`src/rtl/full_adder_primitive.sv`:
```
// Gate-level one-bit full adder with a clocked observation stage (registered result,
// saturating carry-event counter). Optional arithmetic self-check: FULL_ADDER_SELFCHECK_EN.
module full_adder_primitive #(
  parameter int unsigned CNT_W = 8
) (
  input  logic             a,
  input  logic             b,
  input  logic             c,
  output logic             s,
  output logic             cout,
  input  logic             clk,
  input  logic             rst_n,
  output logic             s_q,
  output logic             cout_q,
  output logic [CNT_W-1:0] carry_cnt,
  output logic             err
);

  logic ab_x;
  logic ab_and;
  logic bc_and;
  logic ac_and;

  // Primitive gates only, so X/Z propagate exactly as the gate library defines.
  xor u_xor_ab  (ab_x, a, b);
  xor u_xor_abc (s, ab_x, c);

  and u_and_ab (ab_and, a, b);
  and u_and_bc (bc_and, b, c);
  and u_and_ac (ac_and, a, c);
  or  u_or_maj (cout, ab_and, bc_and, ac_and);

  logic             s_d;
  logic             cout_d;
  logic [CNT_W-1:0] cnt_q;
  logic [CNT_W-1:0] cnt_d;

  always_comb begin
    s_d    = s;
    cout_d = cout;
    cnt_d  = cnt_q;
    // Saturate at all-ones rather than wrapping.
    if (cout && (cnt_q != {CNT_W{1'b1}})) begin
      cnt_d = cnt_q + CNT_W'(1);
    end
  end

  always_ff @(posedge clk or negedge rst_n) begin
    if (!rst_n) begin
      s_q    <= 1'b0;
      cout_q <= 1'b0;
      cnt_q  <= '0;
    end else begin
      s_q    <= s_d;
      cout_q <= cout_d;
      cnt_q  <= cnt_d;
    end
  end

  assign carry_cnt = cnt_q;

`ifdef FULL_ADDER_SELFCHECK_EN
  logic [1:0] ref_sum;
  logic       chk_known;
  logic       mismatch;
  logic       err_q;
  logic       err_d;

  always_comb begin
    ref_sum   = {1'b0, a} + {1'b0, b} + {1'b0, c};
    // Unknowns on either side are not treated as a mismatch.
    chk_known = !$isunknown({a, b, c, s, cout});
    mismatch  = chk_known && ({cout, s} != ref_sum);
    err_d     = err_q | mismatch;
  end

  always_ff @(posedge clk or negedge rst_n) begin
    if (!rst_n) begin
      err_q <= 1'b0;
    end else begin
      err_q <= err_d;
    end
  end

  assign err = err_q;
`else
  assign err = 1'b0;
`endif

endmodule

```
`config.mk`:
```
export PLATFORM = sky130hd
export DESIGN_NAME = full_adder_primitive
export DESIGN_NICKNAME = d
export VERILOG_FILES = /design/src/rtl/full_adder_primitive.sv
export SDC_FILE = /design/constraint.sdc
export NUM_CORES = 1
export LEC_CHECK = 0
export ABC_AREA = 0
export CAP_MARGIN = 10
export CORE_AREA = 2 2 39 41
export CTS_BUF_LIST = sky130_fd_sc_hd__clkbuf_4 sky130_fd_sc_hd__clkbuf_8 sky130_fd_sc_hd__clkbuf_16
export DETAILED_ROUTE_END_ITERATION = 6
export DIE_AREA = 0 0 41 43
export PLACE_DENSITY = 0.74
export SYNTH_ARGS = -nofsm -noshare
export SYNTH_HDL_FRONTEND = slang
export SYNTH_SLANG_ARGS = --single-unit
```
`constraint.sdc`:
```
create_clock -name clk -period 1.5 [get_ports clk]
set_input_delay 0.3 -clock clk [delete_from_list [all_inputs] [get_ports clk]]
set_output_delay 0.3 -clock clk [all_outputs]
set_load 0.01 [all_outputs]
```
==> out/qor.csv, run 1 <==
stage,metric,value,unit
run_status,outcome,"finished, final reports clean",
synth,syn nets,47,
critical_path,crit path max fanout,2,
cts,Post-CTS Hold Buffers,0,
sta,endpoints failing hold,0,
floorplanning,die height,43,um
pwr,maximum vdd ir drop,0.6361,mV
synth,Mapped Area,478.0,um2
sta,Hold Slack,0.3552,ns
global_route,GRT Total Usage,14.89,%
place,# port buffers,16,
synth,Syn Area/Cell,11.95,um2
global_route,Congestion Overflow GR,0,
cells_and_area,"commonest non-fill, non-tap cell in the layout",dfrtp_1,
route,drt drc,0,
global_route,vias in the first global route,377,
floorplanning,DIE AREA,1763,um2
synth,Yosys Warn Count,0,
route,DRT Pass-1 Iters,4,
global_route,met3 usage,4.712,%
critical_path,Reg2Reg Capture Point,carry_cnt[1],
critical_path,Worst R2R Start,carry_cnt[0],
sta,post-layout min period,1.471,ns
cts,clk sinks,10,
global_route,grt peak-use layer,met2,
place,"worst slack, placed",-0.6326,ns
cells_and_area,Post-layout nets,74,
sta,# setup viols final,0,
cts,Worst-Skew Late Latency,0.27,ns
critical_path,crit path kind,input port to output pin,
cells_and_area,layout cells sized above 1,27.69,%
route,routed len/inst,12.46,um
cells_and_area,# diodes,0,
place,post-DP HPWL,699.5,um
critical_path,"setup slack, reg-to-reg",0.15,ns
pwr,Tot Pwr,1281,uW
cells_and_area,most frequent cells in the layout,"dfrtp_1, buf_4, clkdlybuf4s50_1",
floorplanning,Core Region,1384,um2
pwr,PwrDens,1750,nW/um2
floorplanning,Initial Utilization,34.54,%
critical_path,CP arrival,1.17,ns
cts,CTS tree,built,
global_route,initial antenna violation count,0,
critical_path,CP required,1.20,ns
cts,clk buf depth,2,
route,DR vias/cell,5.000,
sta,setup clock skew after layout,0.001433,ns
floorplanning,chip width,41,um
cts,TritonCTS buffer count,3,
global_route,first-pass GRT wire length,1731,um
place,GPL Wtd Cong,0.6820,
sta,post-route setup TNS,0,ns
flow_run,maximum capacitance violations,0,
global_route,met1 Track Usage GR,18.54,%
sta,final worst slack,0.02902,ns
critical_path,startpoint types,input port,
critical_path,Critical Path End Type,output pin,
sta,RSZ-0062 raised after global routing,no,
floorplanning,Ports,18,
route,Detailed Route WL,1009,um
synth,Cells after Synth,40,
sta,Fmax,679.8,MHz
pwr,Static Leak,0.0003484,uW
sta,final period utilization,98.07,%
cts,CTS root buffer,clkbuf_4,
cells_and_area,Syn-to-layout area delta,53.14,%
cts,"Reg clk slew, reported paths",0.06,ns
floorplanning,# rows,14,
min_path,Hold Path Class,input port to asynchronous set/reset pin,
synth,post-synthesis sequential area ratio,52.36,%
cts,H-tree levels,1,
critical_path,R2R depth,4,
synth,post-synthesis register bit count,10,
synth,Yosys cell types,22,
global_route,largest net degree at the start of global routing,11,
global_route,met2 Use GR,20.94,%
route,vias,405,
sta,Max Slew Vio Count,0,
route,ANT nets after route,0,
route,Iteration-0 DRC Markers,9,
-- metrics by stage --
step | area, um2 | utilization [%] | instances
floorplan | 478.0 | - | 40
global placement | 665.6 | 48.10 | 73
detailed placement | 665.6 | 48.10 | 73
CTS | 713.2 | 51.54 | 81
global route | 732.0 | 52.89 | 81
finish | 732.0 | 52.89 | 81
-- cells by family after synthesis --
family / after synthesis / synth area share, %
simple gates: 11 / 14.92
flops: 10 / 52.36
compound gates: 9 / 11.52
xor+xnor: 4 / 7.331
fa+ha+maj: 2 / 6.806
mux: 2 / 4.712
other cells: 1 / 0.7846
buf+inv: 1 / 1.571
-- worst max-delay path by stage --
stage	slack [ns]	endpoint	cells after the start	start
after floorplan	0.07	carry_cnt[5]	4	a
after global placement	-0.62	s	3	a
after detailed placement	-0.63	s	3	a
after CTS	0.01	s	3	c
after global routing	0.001	carry_cnt[4]	1	carry_cnt[4]
final	0.03	s	3	a
-- critical path: stages --
cell             delay (ns)
clkdlybuf4s15_1        0.19
fa_1                   0.55
buf_2                  0.13
-- synthesized netlist by cell type (all sizes together) --
cell / instances / area [um2]
dfrtp: 10 / 250.2
nor2: 2 / 7.510
a21oi: 4 / 20.02
nand2b: 1 / 6.260
nand3: 3 / 15.01
fa: 1 / 20.02
xor2: 1 / 8.760
xnor2: 3 / 26.28
conb: 1 / 3.750
buf: 1 / 7.510
a21boi: 1 / 7.510
ha: 1 / 12.51
and4: 2 / 17.52
o211ai: 1 / 7.510
a31oi: 1 / 6.260
o21ai: 2 / 13.76
nand4: 2 / 18.77
and2: 1 / 6.260
mux2: 2 / 22.52
-- sequential cells by signal, summed over array words and instances (netlist names) --
signal,flops
cout_q,1
carry_cnt,8
s_q,1
-- routing by layer --
layer  part of all wire, %  vias up
li1                      -      196
met1                    40      187
met2                    51       17
met3                   5.3        5
met4                   3.6        0
met5                     0        -
-- repair_timing --
item / in CTS / in global routing
pin swaps: 1 / 1
endpoints found under the setup margin: 15 / 4
setup buffers: 5 / 0
resized for setup: 18 / 5
-- final cells by class --
cell class,instances,area (um2)
clock buffers,3,22.52
fillers,135,651.9
multi-input cells,29,232.7
flip-flops and latches,10,252.7
well taps,16,20.02
repair buffers,23,203.9
-- where the power goes --
part	switching (uW)	internal, uW
Clock	91.9	92.9
Sequential	79.5	374
Combinational	280	363
Total	451	830
(Power assumes the default switching activity.)
==> inputs of run 2 (changes only) <==
Settings changed: GPL_TIMING_DRIVEN set to 0.
==> run 2 against run 1 <==
  * Global-route usage is 0.82 points lower
  * Clock-buffer cell count is 1 higher
  * Clock skew hardly changed
  * Via count is 1.5% higher
  * First-iteration DRC count is 44% lower
  * Wire length is 0.99% lower
  * Non-clock buffer count is 1 higher
  * Utilization is 1.8 points higher
  * Critical path type unchanged
  * Largest power group unchanged
  * Highest routed layer unchanged
==> out/qor.csv, run 2 (synthesis results as in run 1) <==
stage,metric,value,unit
pwr,maximum vdd ir drop,0.7795,mV
global_route,largest net degree at the start of global routing,11,
global_route,vias in the first global route,368,
cells_and_area,filler cell count,129,
cells_and_area,Syn-to-layout area delta,58.38,%
run_status,outcome,"finished, final reports clean",
route,Detailed Route WL,999,um
pwr,PwrDens,1723,nW/um2
cts,H-tree levels,1,
floorplanning,Initial Utilization,34.54,%
cts,CTS tree,built,
cts,clk sinks,10,
floorplanning,die height,43,um
critical_path,crit path max fanout,2,
critical_path,Reg2Reg Capture Point,carry_cnt[1],
critical_path,crit path kind,input port to output pin,
route,DRT Pass-1 Iters,4,
global_route,Congestion Overflow GR,0,
pwr,Static Leak,0.0003617,uW
route,DR vias/cell,4.952,
sta,RSZ-0062 raised after global routing,yes,
cells_and_area,register area,252.7,um2
cts,Worst-Skew Late Latency,0.26,ns
floorplanning,DIE AREA,1763,um2
critical_path,CP required,1.20,ns
cts,CTS root buffer,clkbuf_4,
floorplanning,chip width,41,um
floorplanning,Core Region,1384,um2
sta,# setup viols final,0,
cells_and_area,max reg flops,8,
cts,TritonCTS buffer count,3,
critical_path,R2R depth,4,
cells_and_area,most frequent cells in the layout,"buf_4, dfrtp_1, clkdlybuf4s50_1",
sta,endpoints failing hold,0,
sta,post-route setup TNS,0,ns
critical_path,"setup slack, reg-to-reg",0.11,ns
critical_path,Critical Path End Type,output pin,
place,dpl cell area,658.1,um2
route,vias,411,
route,drt drc,0,
sta,setup clock skew after layout,0.001357,ns
critical_path,crit path launch,b,
cts,clk buf depth,2,
place,# port buffers,16,
critical_path,CP endpoint,s,
global_route,first-pass GRT wire length,1649,um
global_route,GRT Total Usage,14.07,%
flow_run,maximum capacitance violations,0,
sta,Fmax,690.4,MHz
global_route,initial antenna violation count,0,
critical_path,startpoint types,input port,
cells_and_area,layout cells sized above 1,32.84,%
sta,post-layout min period,1.448,ns
critical_path,Worst R2R Start,carry_cnt[0],
cells_and_area,Final Cell Area,757.0,um2
min_path,Hold Path Class,input port to asynchronous set/reset pin,
place,GPL Wtd Cong,0.6806,
place,post-DP HPWL,710.5,um
route,Iteration-0 DRC Markers,5,
floorplanning,# rows,14,
route,routed len/inst,12.04,um
cts,"Reg clk slew, reported paths",0.07,ns
sta,final period utilization,96.57,%
pwr,Tot Pwr,1304,uW
route,ANT nets after route,0,
cells_and_area,# diodes,0,
cells_and_area,Post-layout nets,75,
floorplanning,Ports,18,
cells_and_area,Multi-input gate area,225.2,um2
sta,Max Slew Vio Count,0,
critical_path,CP arrival,1.15,ns
==> run 2: area by class of cell <==
type                    count  share of cell area, %
plain buffers               1                 0.9917
repair buffers             23                  28.43
clock buffers               4                  4.793
multi-input cells          29                  29.75
flip-flops and latches     10                  33.39
well taps                  16                  2.645
==> run 2: metal layers <==
| metal | share of wire (%) | wire (um) | global-route usage [%] | vias up |
|---|---|---|---|---|
| li1 | - | - | - | 198 |
| met2 | 54 | 540 | 20.94 | 14 |
| met4 | 1.4 | 14 | 8.000 | 0 |
| met5 | 0 | 0 | 0 | - |
| met3 | 5.4 | 54 | 4.712 | 2 |
| met1 | 39 | 389 | 16.83 | 197 |
==> run 2: worst min-delay path by stage <==
| stage | endpoint | slack, ns | cells after the start |
|---|---|---|---|
| 2_1_floorplan | carry_cnt[0] | 0.004 | 0 |
| 3_3_place_gp | carry_cnt[0] | 0.53 | 1 |
| 3_5_place_dp | carry_cnt[0] | 0.53 | 1 |
| 4_1_cts | s_q | 0.37 | 1 |
| 5_1_grt | s_q | 0.39 | 1 |
| 6_report | s_q | 0.35 | 1 |
==> run 2: where the power goes <==
part / total (uW) / switching (uW) / internal, uW
Clock: 238 / 90.8 / 147
Sequential: 442 / 65.6 / 376
Combinational: 624 / 278 / 347
Total: 1300 / 434 / 870
==> run 2: worst max-delay path, cell delays in order <==
cell and delay (ns):
clkdlybuf4s15_1 0.19, fa_2 0.56, buf_6 0.10
==> run 2: stage by stage <==
stage          util (%)  hold WS, ns  setup WS [ns]  cells
3_3_place_gp      47.56       0.5258        -0.6234     72
6_report          54.70       0.3496        0.05152     83
5_1_grt           54.70       0.3873      -0.009304     83
3_5_place_dp      47.56       0.5314        -0.6472     72
4_1_cts           54.25       0.3671       0.008920     83
2_1_floorplan         -     0.004409        0.06672     40
==> run 2: timing repair <==
action                                  CTS  global route
pin swaps                                 1             1
setup buffers                             7             0
hold buffers                              0             0
endpoints found under the setup margin   15             5
resized for setup                        18             6
==> inputs of run 3 (changes only) <==
Settings changed: GPL_TIMING_DRIVEN 0 to unset.
==> results of run 3 <==
Same layout as run 1: the final DEF is identical, and so are final timing and power.
